===== src/rtl/cic_comb_sequencer_if.sv =====
// Sample/control bundle between the integrator chain, the comb sequencer and the output framer.
// The master drives samples and control; the slave returns comb results and status.
interface cic_comb_sequencer_if #(
    parameter int unsigned W = 19
);
    logic         in_valid;
    logic [W-1:0] in_data;
    logic         clear;
    logic         clear_ovr;
    logic         out_valid;
    logic [W-1:0] out_data;
    logic         busy;
    logic         overrun;

    modport master (
        output in_valid, in_data, clear, clear_ovr,
        input  out_valid, out_data, busy, overrun
    );

    modport slave (
        input  in_valid, in_data, clear, clear_ovr,
        output out_valid, out_data, busy, overrun
    );
endinterface


===== src/rtl/cic_comb_sequencer.sv =====
// Time-multiplexed CIC comb cascade: decimates integrator samples by DECIM, then runs each
// kept sample through STAGES comb stages on one shared subtractor, one stage per clock.
module cic_comb_sequencer #(
    parameter int unsigned W      = 19,
    parameter int unsigned STAGES = 3,
    parameter int unsigned DECIM  = 64
) (
    input logic                 clk,
    input logic                 rst,
    cic_comb_sequencer_if.slave bus
);
    localparam int unsigned CW = (DECIM > 1) ? $clog2(DECIM) : 1;
    localparam int unsigned KW = (STAGES > 1) ? $clog2(STAGES) : 1;
    localparam logic [CW-1:0] CntLast = CW'(DECIM - 1);
    localparam logic [KW-1:0] KLast = KW'(STAGES - 1);

    typedef enum logic [0:0] {StIdle, StRun} state_e;

    state_e                   state_q, state_d;
    logic [CW-1:0]            cnt_q, cnt_d;
    logic [KW-1:0]            k_q, k_d;
    logic [W-1:0]             x_q, x_d;
    logic [STAGES-1:0][W-1:0] d_q, d_d;
    logic [W-1:0]             out_data_q, out_data_d;
    logic                     out_valid_q, out_valid_d;
    logic                     overrun_q, overrun_d;
    logic                     capture;
    logic [W-1:0]             diff;

    assign capture = bus.in_valid && (cnt_q == CntLast);
    assign diff    = x_q - d_q[k_q];

    always_comb begin
        state_d     = state_q;
        cnt_d       = cnt_q;
        k_d         = k_q;
        x_d         = x_q;
        d_d         = d_q;
        out_data_d  = out_data_q;
        out_valid_d = 1'b0;
        overrun_d   = overrun_q;

        if (bus.in_valid) begin
            cnt_d = (cnt_q == CntLast) ? '0 : cnt_q + CW'(1);
        end
        if (bus.clear_ovr) begin
            overrun_d = 1'b0;
        end

        unique case (state_q)
            StIdle: begin
                if (capture) begin
                    x_d     = bus.in_data;
                    k_d     = '0;
                    state_d = StRun;
                end
            end
            StRun: begin
                // d[k] takes the pre-subtraction value: it is this stage's x[n-1] next time.
                x_d      = diff;
                d_d[k_q] = x_q;
                k_d      = k_q + KW'(1);
                if (capture) begin
                    overrun_d = 1'b1;
                end
                if (k_q == KLast) begin
                    out_data_d  = diff;
                    out_valid_d = 1'b1;
                    state_d     = StIdle;
                end
            end
            default: state_d = StIdle;
        endcase

        // Flush discards any capture in the same cycle, so it never counts as a drop.
        if (bus.clear) begin
            state_d     = StIdle;
            cnt_d       = '0;
            k_d         = '0;
            x_d         = '0;
            d_d         = '0;
            out_data_d  = out_data_q;
            out_valid_d = 1'b0;
            overrun_d   = bus.clear_ovr ? 1'b0 : overrun_q;
        end
    end

    always_ff @(posedge clk or posedge rst) begin
        if (rst) begin
            state_q     <= StIdle;
            cnt_q       <= '0;
            k_q         <= '0;
            x_q         <= '0;
            d_q         <= '0;
            out_data_q  <= '0;
            out_valid_q <= 1'b0;
            overrun_q   <= 1'b0;
        end else begin
            state_q     <= state_d;
            cnt_q       <= cnt_d;
            k_q         <= k_d;
            x_q         <= x_d;
            d_q         <= d_d;
            out_data_q  <= out_data_d;
            out_valid_q <= out_valid_d;
            overrun_q   <= overrun_d;
        end
    end

    assign bus.out_valid = out_valid_q;
    assign bus.out_data  = out_data_q;
    assign bus.busy      = (state_q == StRun);
    assign bus.overrun   = overrun_q;
endmodule

===== src/flat_wrapper.sv =====
// flat-port wrapper written by rule: the top's interface ports become plain ports
module cic_comb_sequencer_flat 
#(
    parameter int unsigned W      = 19,
    parameter int unsigned STAGES = 3,
    parameter int unsigned DECIM  = 64
)
  (clk, rst, bus_in_valid, bus_in_data, bus_clear, bus_clear_ovr, bus_out_valid, bus_out_data, bus_busy, bus_overrun);
  cic_comb_sequencer_if #(.W(W)) bus_i ();
  input logic clk;
  input logic rst;
  input wire logic [$bits(bus_i.in_valid)-1:0] bus_in_valid;
  input wire logic [$bits(bus_i.in_data)-1:0] bus_in_data;
  input wire logic [$bits(bus_i.clear)-1:0] bus_clear;
  input wire logic [$bits(bus_i.clear_ovr)-1:0] bus_clear_ovr;
  output wire logic [$bits(bus_i.out_valid)-1:0] bus_out_valid;
  output wire logic [$bits(bus_i.out_data)-1:0] bus_out_data;
  output wire logic [$bits(bus_i.busy)-1:0] bus_busy;
  output wire logic [$bits(bus_i.overrun)-1:0] bus_overrun;
  assign bus_i.in_valid = bus_in_valid;
  assign bus_i.in_data = bus_in_data;
  assign bus_i.clear = bus_clear;
  assign bus_i.clear_ovr = bus_clear_ovr;
  assign bus_out_valid = bus_i.out_valid;
  assign bus_out_data = bus_i.out_data;
  assign bus_busy = bus_i.busy;
  assign bus_overrun = bus_i.overrun;
  cic_comb_sequencer #(.W(W), .STAGES(STAGES), .DECIM(DECIM)) u_core (.clk(clk), .rst(rst), .bus(bus_i));
endmodule

===== config.mk =====
export PLATFORM = sky130hd
export DESIGN_NAME = cic_comb_sequencer_flat
export DESIGN_NICKNAME = d
export VERILOG_FILES = /design/src/rtl/cic_comb_sequencer_if.sv /design/src/rtl/cic_comb_sequencer.sv /design/src/flat_wrapper.sv
export SDC_FILE = /design/constraint.sdc
export NUM_CORES = 1
export LEC_CHECK = 0
export ABC_AREA = 1
export CAP_MARGIN = 20
export CORE_MARGIN = 8
export CORE_UTILIZATION = 36
export DETAILED_ROUTE_END_ITERATION = 6
export GPL_ROUTABILITY_DRIVEN = 0
export GPL_TIMING_DRIVEN = 1
export SYNTH_ARGS = -nofsm -noshare
export SYNTH_HDL_FRONTEND = slang
export SYNTH_SLANG_ARGS = --single-unit

===== constraint.sdc =====
create_clock -name clk -period 4.3 [get_ports clk]
set_input_delay 0.86 -clock clk [delete_from_list [all_inputs] [get_ports clk]]
set_output_delay 0.86 -clock clk [all_outputs]
set_load 0.1 [all_outputs]

==> metrics.cfg, run 1 <==
[detailed_routing]
dr.pass1.iters=7
vias=5025
drtIter0Drc=412
vias_per_cell=5.27
drc=0
ant_nets=0
wl_per_cell_um=16.9
totalWireLength_um=16100

[worst_setup_path]
cp_slowest_stage_delay_ns=0.87
start_kind=flip-flop
critPathArrivalTime_ns=3.68
cp_data_required_time_ns=4.57
slowest_stage=dfrtp_1
path_max_fanout=19
crit_type=flip-flop to flip-flop
path_cells=inv_4 -> nor2_8 -> nand2_1 -> o21ai_0 -> ha_1 -> inv_1 -> fa_1 -> nand3_1 -> nand3_1 -> nand2_1 -> nand2_1 -> nand2_1 -> nand2_1 -> nand2_1 -> nand3_1 -> o21ai_0
end_kind=flip-flop
crit_path_frequent_cell=nand2_1

[clock_tree]
worstSkewPairLatency_ns=0.35
cts.repair.resized=0
tritoncts=yes
holdBufCountCts=0
root_buffer=clkbuf_16
h-tree-depth=3
clockBufferDepth=2
clkTransAtPathRegs_ns=0.07
clock_sinks=106
numCtsBuffers=9
post_cts.repair.setup_buffers=0

[yosys]
syn_inst=701
ys.flop_type=dfrtp_1
synth_edf_count=0
yosys_warnings=0
ys_types=39
async_reset_ff_share_pct=100
yosysSeqAreaShare_pct=46.6
syn-num-nets=748
ys_ff_latch=106
syn_avg_cell_area_um2=8.12
netlist_area_um2=5690

[global_route]
grt_max_degree=80
grtUsageTotal_pct=16.6
globalRoute.totalOverflow=0
grt_pass1_vias=5038
grt_pass1_wl_um=26600
antenna_found_initial=0

[place]
hpwl_um=11100
portBuffers=45

[timing]
rsz0062_at_grt=no
setup_tns_ns=0
hold_viol=0
fin_crit_ns=3.41
clock.fmax_ghz=0.293
worstMarginPinSlew_ns=1.02
slew_headroom_pct=31.7
period_share_pct=79.4
fin_skew_ns=0.00643
setup_viol=0
drv_slew=0

[finish]
final_common_cell=nand2_1
syn2layout_area_growth_pct=17.5
diodes=0
fin_util_pct=42.7
fin_nets=780
layout_common_cells=144 x nand2_1, 106 x dfrtp_1, 89 x inv_1
layout-drive-gt1-share_pct=5.96

[floorplan]
die-area_um2=20100
die_x_um=142
core_um2=15700
io-pin-count=46
start_util_pct=36.4
std_cell_rows=46
fp.dieH_um=142

[flow_run]
cap_violations=0

[worst_hold_path]
min_path_type=flip-flop to flip-flop

[outcome]
status=completed

[pwr]
p_per_area_nw_per_um2=345
ir_drop_mv=0.257
leakage_nw=3.01

==> final timing paths <==
path / startpoint / to / slack (ns) / depth (start not counted)
setup / recovery: u_core.k_q[1] / u_core.bus.out_data[12] / 0.89 / 16
hold / removal: u_core.bus.out_data[17] / u_core.bus.out_data[17] / 0.49 / 2
setup reg to reg: u_core.k_q[1] / u_core.bus.out_data[12] / 0.89 / 16
hold reg to reg: u_core.bus.out_data[17] / u_core.bus.out_data[17] / 0.49 / 2
max in group asynchronous: rst / u_core.x_q[1] / 2.57 / 4
min in group asynchronous: rst / u_core.d_q[15] / 0.85 / 2
==> sequential cells by signal, summed over array words and instances, names as in the netlist <==
register              cells
u_core.bus.busy           1
u_core.bus.out_data      19
u_core.bus.out_valid      1
u_core.bus.overrun        1
u_core.cnt_q              6
u_core.d_q               57
u_core.k_q                2
u_core.x_q               19
==> critical path: cells and delay by family, from the launching register on <==
kind / cells / cell delay (ns)
AND/OR/NAND/NOR: 10 / 1.27
adder cells (fa/ha/maj): 2 / 0.65
flip-flops: 1 / 0.87
AO/OA/AOI/OAI: 2 / 0.31
buffers and inverters: 2 / 0.22
==> cells in the mapped netlist, types with 2 or more instances <==
| cell | n | area, um2 |
|---|---|---|
| nor2_1 | 35 | 131 |
| buf_2 | 14 | 70.1 |
| dfrtp_1 | 106 | 2650 |
| xnor2_1 | 2 | 17.5 |
| nand2_1 | 144 | 541 |
| nand3b_1 | 4 | 30.0 |
| nand3_2 | 3 | 30.0 |
| nor3_1 | 3 | 15.0 |
| inv_1 | 90 | 338 |
| a21oi_1 | 46 | 230 |
| a22oi_1 | 26 | 195 |
| o21ai_0 | 63 | 315 |
| ha_1 | 22 | 275 |
| nand2_2 | 4 | 25.0 |
| buf_4 | 5 | 37.5 |
| o22ai_1 | 30 | 188 |
| nor2_2 | 2 | 12.5 |
| nand4_1 | 6 | 37.5 |
| inv_2 | 5 | 18.8 |
| clkbuf_1 | 7 | 26.3 |
| nand3_1 | 50 | 250 |
| xor2_1 | 3 | 26.3 |
| nor2_4 | 2 | 22.5 |
| buf_1 | 3 | 11.3 |
| o21ai_1 | 12 | 60.1 |
==> kinds of logic after synthesis <==
kind of cell | after synthesis | synth area share, %
flops | 106 | 46.6
simple gates | 256 | 19.9
fa+ha+maj | 23 | 5.19
buf+inv | 127 | 9.19
compound gates | 184 | 18.4
xor+xnor | 5 | 0.770
==> metal layers <==
metal	vias up	global-route usage [%]	part of all wire, %
met5	-	0	0
met1	2448	22.6	47
met2	152	26.8	47
li1	2406	-	-
met4	0	5.94	1.5
met3	19	1.88	5.2
==> power by group <==
part / switching, mW / total [mW] / internal [mW]
combinational: 0.171 / 0.263 / 0.0921
sequential: 0.0152 / 1.03 / 1.01
clock: 0.391 / 1.02 / 0.629
total: 0.576 / 2.31 / 1.73
==> metrics by stage <==
step	instance area [um2]	total power, mW	setup WS, ns	cells	hold WS (ns)
after global routing	6690	2.39	0.605	954	0.492
after global placement	6300	1.30	0.973	937	0.459
final	6690	2.31	0.886	954	0.486
after CTS	6660	2.31	0.905	953	0.486
after floorplan	5690	1.22	0.651	701	0.455
after detailed placement	6300	1.30	0.920	937	0.462
==> layout make-up <==
cell class	instances	area, um2
inverter	97	369
timing repair buffer	51	515
sequential	106	2650
tap	216	270
multi-input combinational	468	2520
clock inverter	7	139
clock buffer	9	225
fill	1602	8970
No activity file was read; power rests on OpenSTA's default activity.
==> run 2, diff against run 1 <==
- clock period: 4.3 -> 3.1 ns (I/O delays scaled with it)
==> run 2 against run 1 <==
Compared with the run above:
- fmax grew 21%
- wire length decreased by 0.38%
- hold slack got worse by 0.0017 ns
- sequential power grew 38%
- largest cell class unchanged
==> metrics.cfg, run 2 (synthesized netlist as in run 1, its figures left out) <==
[worst_hold_path]
hp-start=u_core.bus.out_data[1]
whs_path_depth=2
min_path_type=flip-flop to flip-flop
worstHoldEndpoint=u_core.bus.out_data[1]

[pwr]
p_per_area_nw_per_um2=435
p_comb_share_pct=12.5
leakage_nw=3.03
clkPwrFrac_pct=37.7
ir_drop_mv=0.229
internal_power_mw=2.09
p_sw_mw=0.773
switching_share_pct=27.0
power_mw=2.86
p_seq_share_pct=49.8

[global_route]
antenna_found_initial=0
globalRoute.totalOverflow=0
grtUsageTotal_pct=16.5
grt_pass1_vias=5061
grt_max_degree=107
grt_pass1_wl_um=26600

[timing]
setup_viol=0
setup_tns_ns=0
whs_ns=0.485
drv_slew=0
fin_skew_ns=0.0105
worstMarginPinSlew_ns=0.727
hold_viol=0
rsz0062_at_grt=no
clock.fmax_ghz=0.354
fin_crit_ns=2.83
slew_headroom_pct=51.5
period_share_pct=91.2

[worst_setup_path]
path_max_fanout=19
worstRegToRegCells=15
reg2reg_to=u_core.bus.out_data[12]
r2r_start=u_core.k_q[0]
start_kind=flip-flop
end_kind=flip-flop
r2r_slack_ns=0.27
cp_data_required_time_ns=3.36
crit_type=flip-flop to flip-flop
critPathArrivalTime_ns=3.09

[finish]
fin_nets=786
final_common_cell=nand2_1
layout_common_cells=144 x nand2_1, 105 x dfrtp_1, 89 x inv_1
largest_reg_flops=57
syn2layout_area_growth_pct=15.6
stdcell_count=959
layout-drive-gt1-share_pct=9.69
diodes=0
regMostFlops=u_core.d_q

[floorplan]
std_cell_rows=46
die-area_um2=20100
die_x_um=142
fp.dieH_um=142
start_util_pct=36.4
core_um2=15700
io-pin-count=46

[flow_run]
cap_violations=0

[detailed_routing]
vias_per_cell=5.24
drc=0
dr.pass1.iters=6
drtIter0Drc=392
totalWireLength_um=16000
wl_per_cell_um=16.7
ant_nets=0
vias=5026

[outcome]
status=completed

[clock_tree]
root_buffer=clkbuf_16
post_cts.repair.setup_buffers=0
clockBufferDepth=2
h-tree-depth=3
clock_sinks=106
worstSkewPairLatency_ns=0.35
tritoncts=yes
clkTransAtPathRegs_ns=0.07
numCtsBuffers=9

[place]
dp_cells=944
portBuffers=45
hpwl_um=11400

[run 2: cell count changes in the layout (fill, tap and decap cells not counted), sizes merged]
| cell | previous run | this run |
|---|---|---|
| clkdlybuf4s50 | 45 | 23 |
| clkbuf | 9 | 10 |
| buf | 6 | 34 |
| inv | 97 | 95 |
| clkinvlp | 0 | 2 |
| clkinv | 3 | 5 |
| bufinv | 4 | 0 |
[run 2: worst max-delay path by stage]
stage,startpoint,end,slack (ns)
3_3_place_gp,u_core.k_q[0],u_core.bus.out_data[16],0.28
3_5_place_dp,u_core.k_q[0],u_core.bus.out_data[18],0.25
4_1_cts,u_core.k_q[0],u_core.bus.out_data[18],0.22
5_1_grt,u_core.k_q[0],u_core.bus.out_data[12],0.02
6_report,u_core.k_q[0],u_core.bus.out_data[12],0.27
2_1_floorplan,u_core.k_q[0],u_core.bus.out_data[16],0.58
[run 2: per-layer routing]
layer	vias up	GRT usage (%)	share of wire [%]
met5	-	0	0
met4	0	6.11	2.0
met3	26	2.62	5.6
met2	180	25.3	45
met1	2405	22.8	47
li1	2415	-	-
[run 2: area by class of cell]
| class | count | area [um2] |
|---|---|---|
| Fill cell | 1600 | 9080 |
| Sequential cell | 106 | 2650 |
| Multi-Input combinational cell | 468 | 2520 |
| Timing Repair Buffer | 57 | 498 |
| Inverter | 97 | 370 |
| Tap cell | 216 | 270 |
| Clock buffer | 10 | 239 |
| Clock inverter | 5 | 31.3 |
[run 2: power by group through the flow]
stage	logic (mW)	registers, mW	clock network (mW)
floorplan	0.245	1.45	0
global placement	0.352	1.45	0
detailed placement	0.354	1.45	0
CTS	0.356	1.42	1.10
global route	0.407	1.43	1.15
finish	0.358	1.42	1.08
[run 2: critical path, stage by stage (launching register included)]
cell and delay [ns]:
dfrtp_2 0.50, nor2_8 0.33, nand2_1 0.08, o21ai_0 0.12, ha_1 0.19, inv_1 0.10
fa_1 0.48, nand3_1 0.10, nand3_1 0.12, nand2_1 0.09, nand2_1 0.13, nand2_1 0.11
nand2_1 0.05, nand2_1 0.05, nand3_1 0.12, o21ai_0 0.18
[run 2: stage by stage]
step	worst slack, ns	util (%)	cell area, um2
global route	0.0205	42.0	6580
floorplan	0.582	-	5700
detailed placement	0.245	40.3	6310
finish	0.274	42.0	6580
CTS	0.225	42.0	6580
global placement	0.283	40.3	6310
[run 2: timing repair]
| item | 4_1_cts | 5_1_grt |
|---|---|---|
| hold buffers | 0 | 0 |
| setup endpoints to repair | 0 | 14 |
| gates resized for setup | 0 | 1 |
==> run 3, diff against run 2 <==
- SLEW_MARGIN: default -> 20
==> results of run 3 <==
No change in the layout: final DEF, timing and power equal those of run 2.
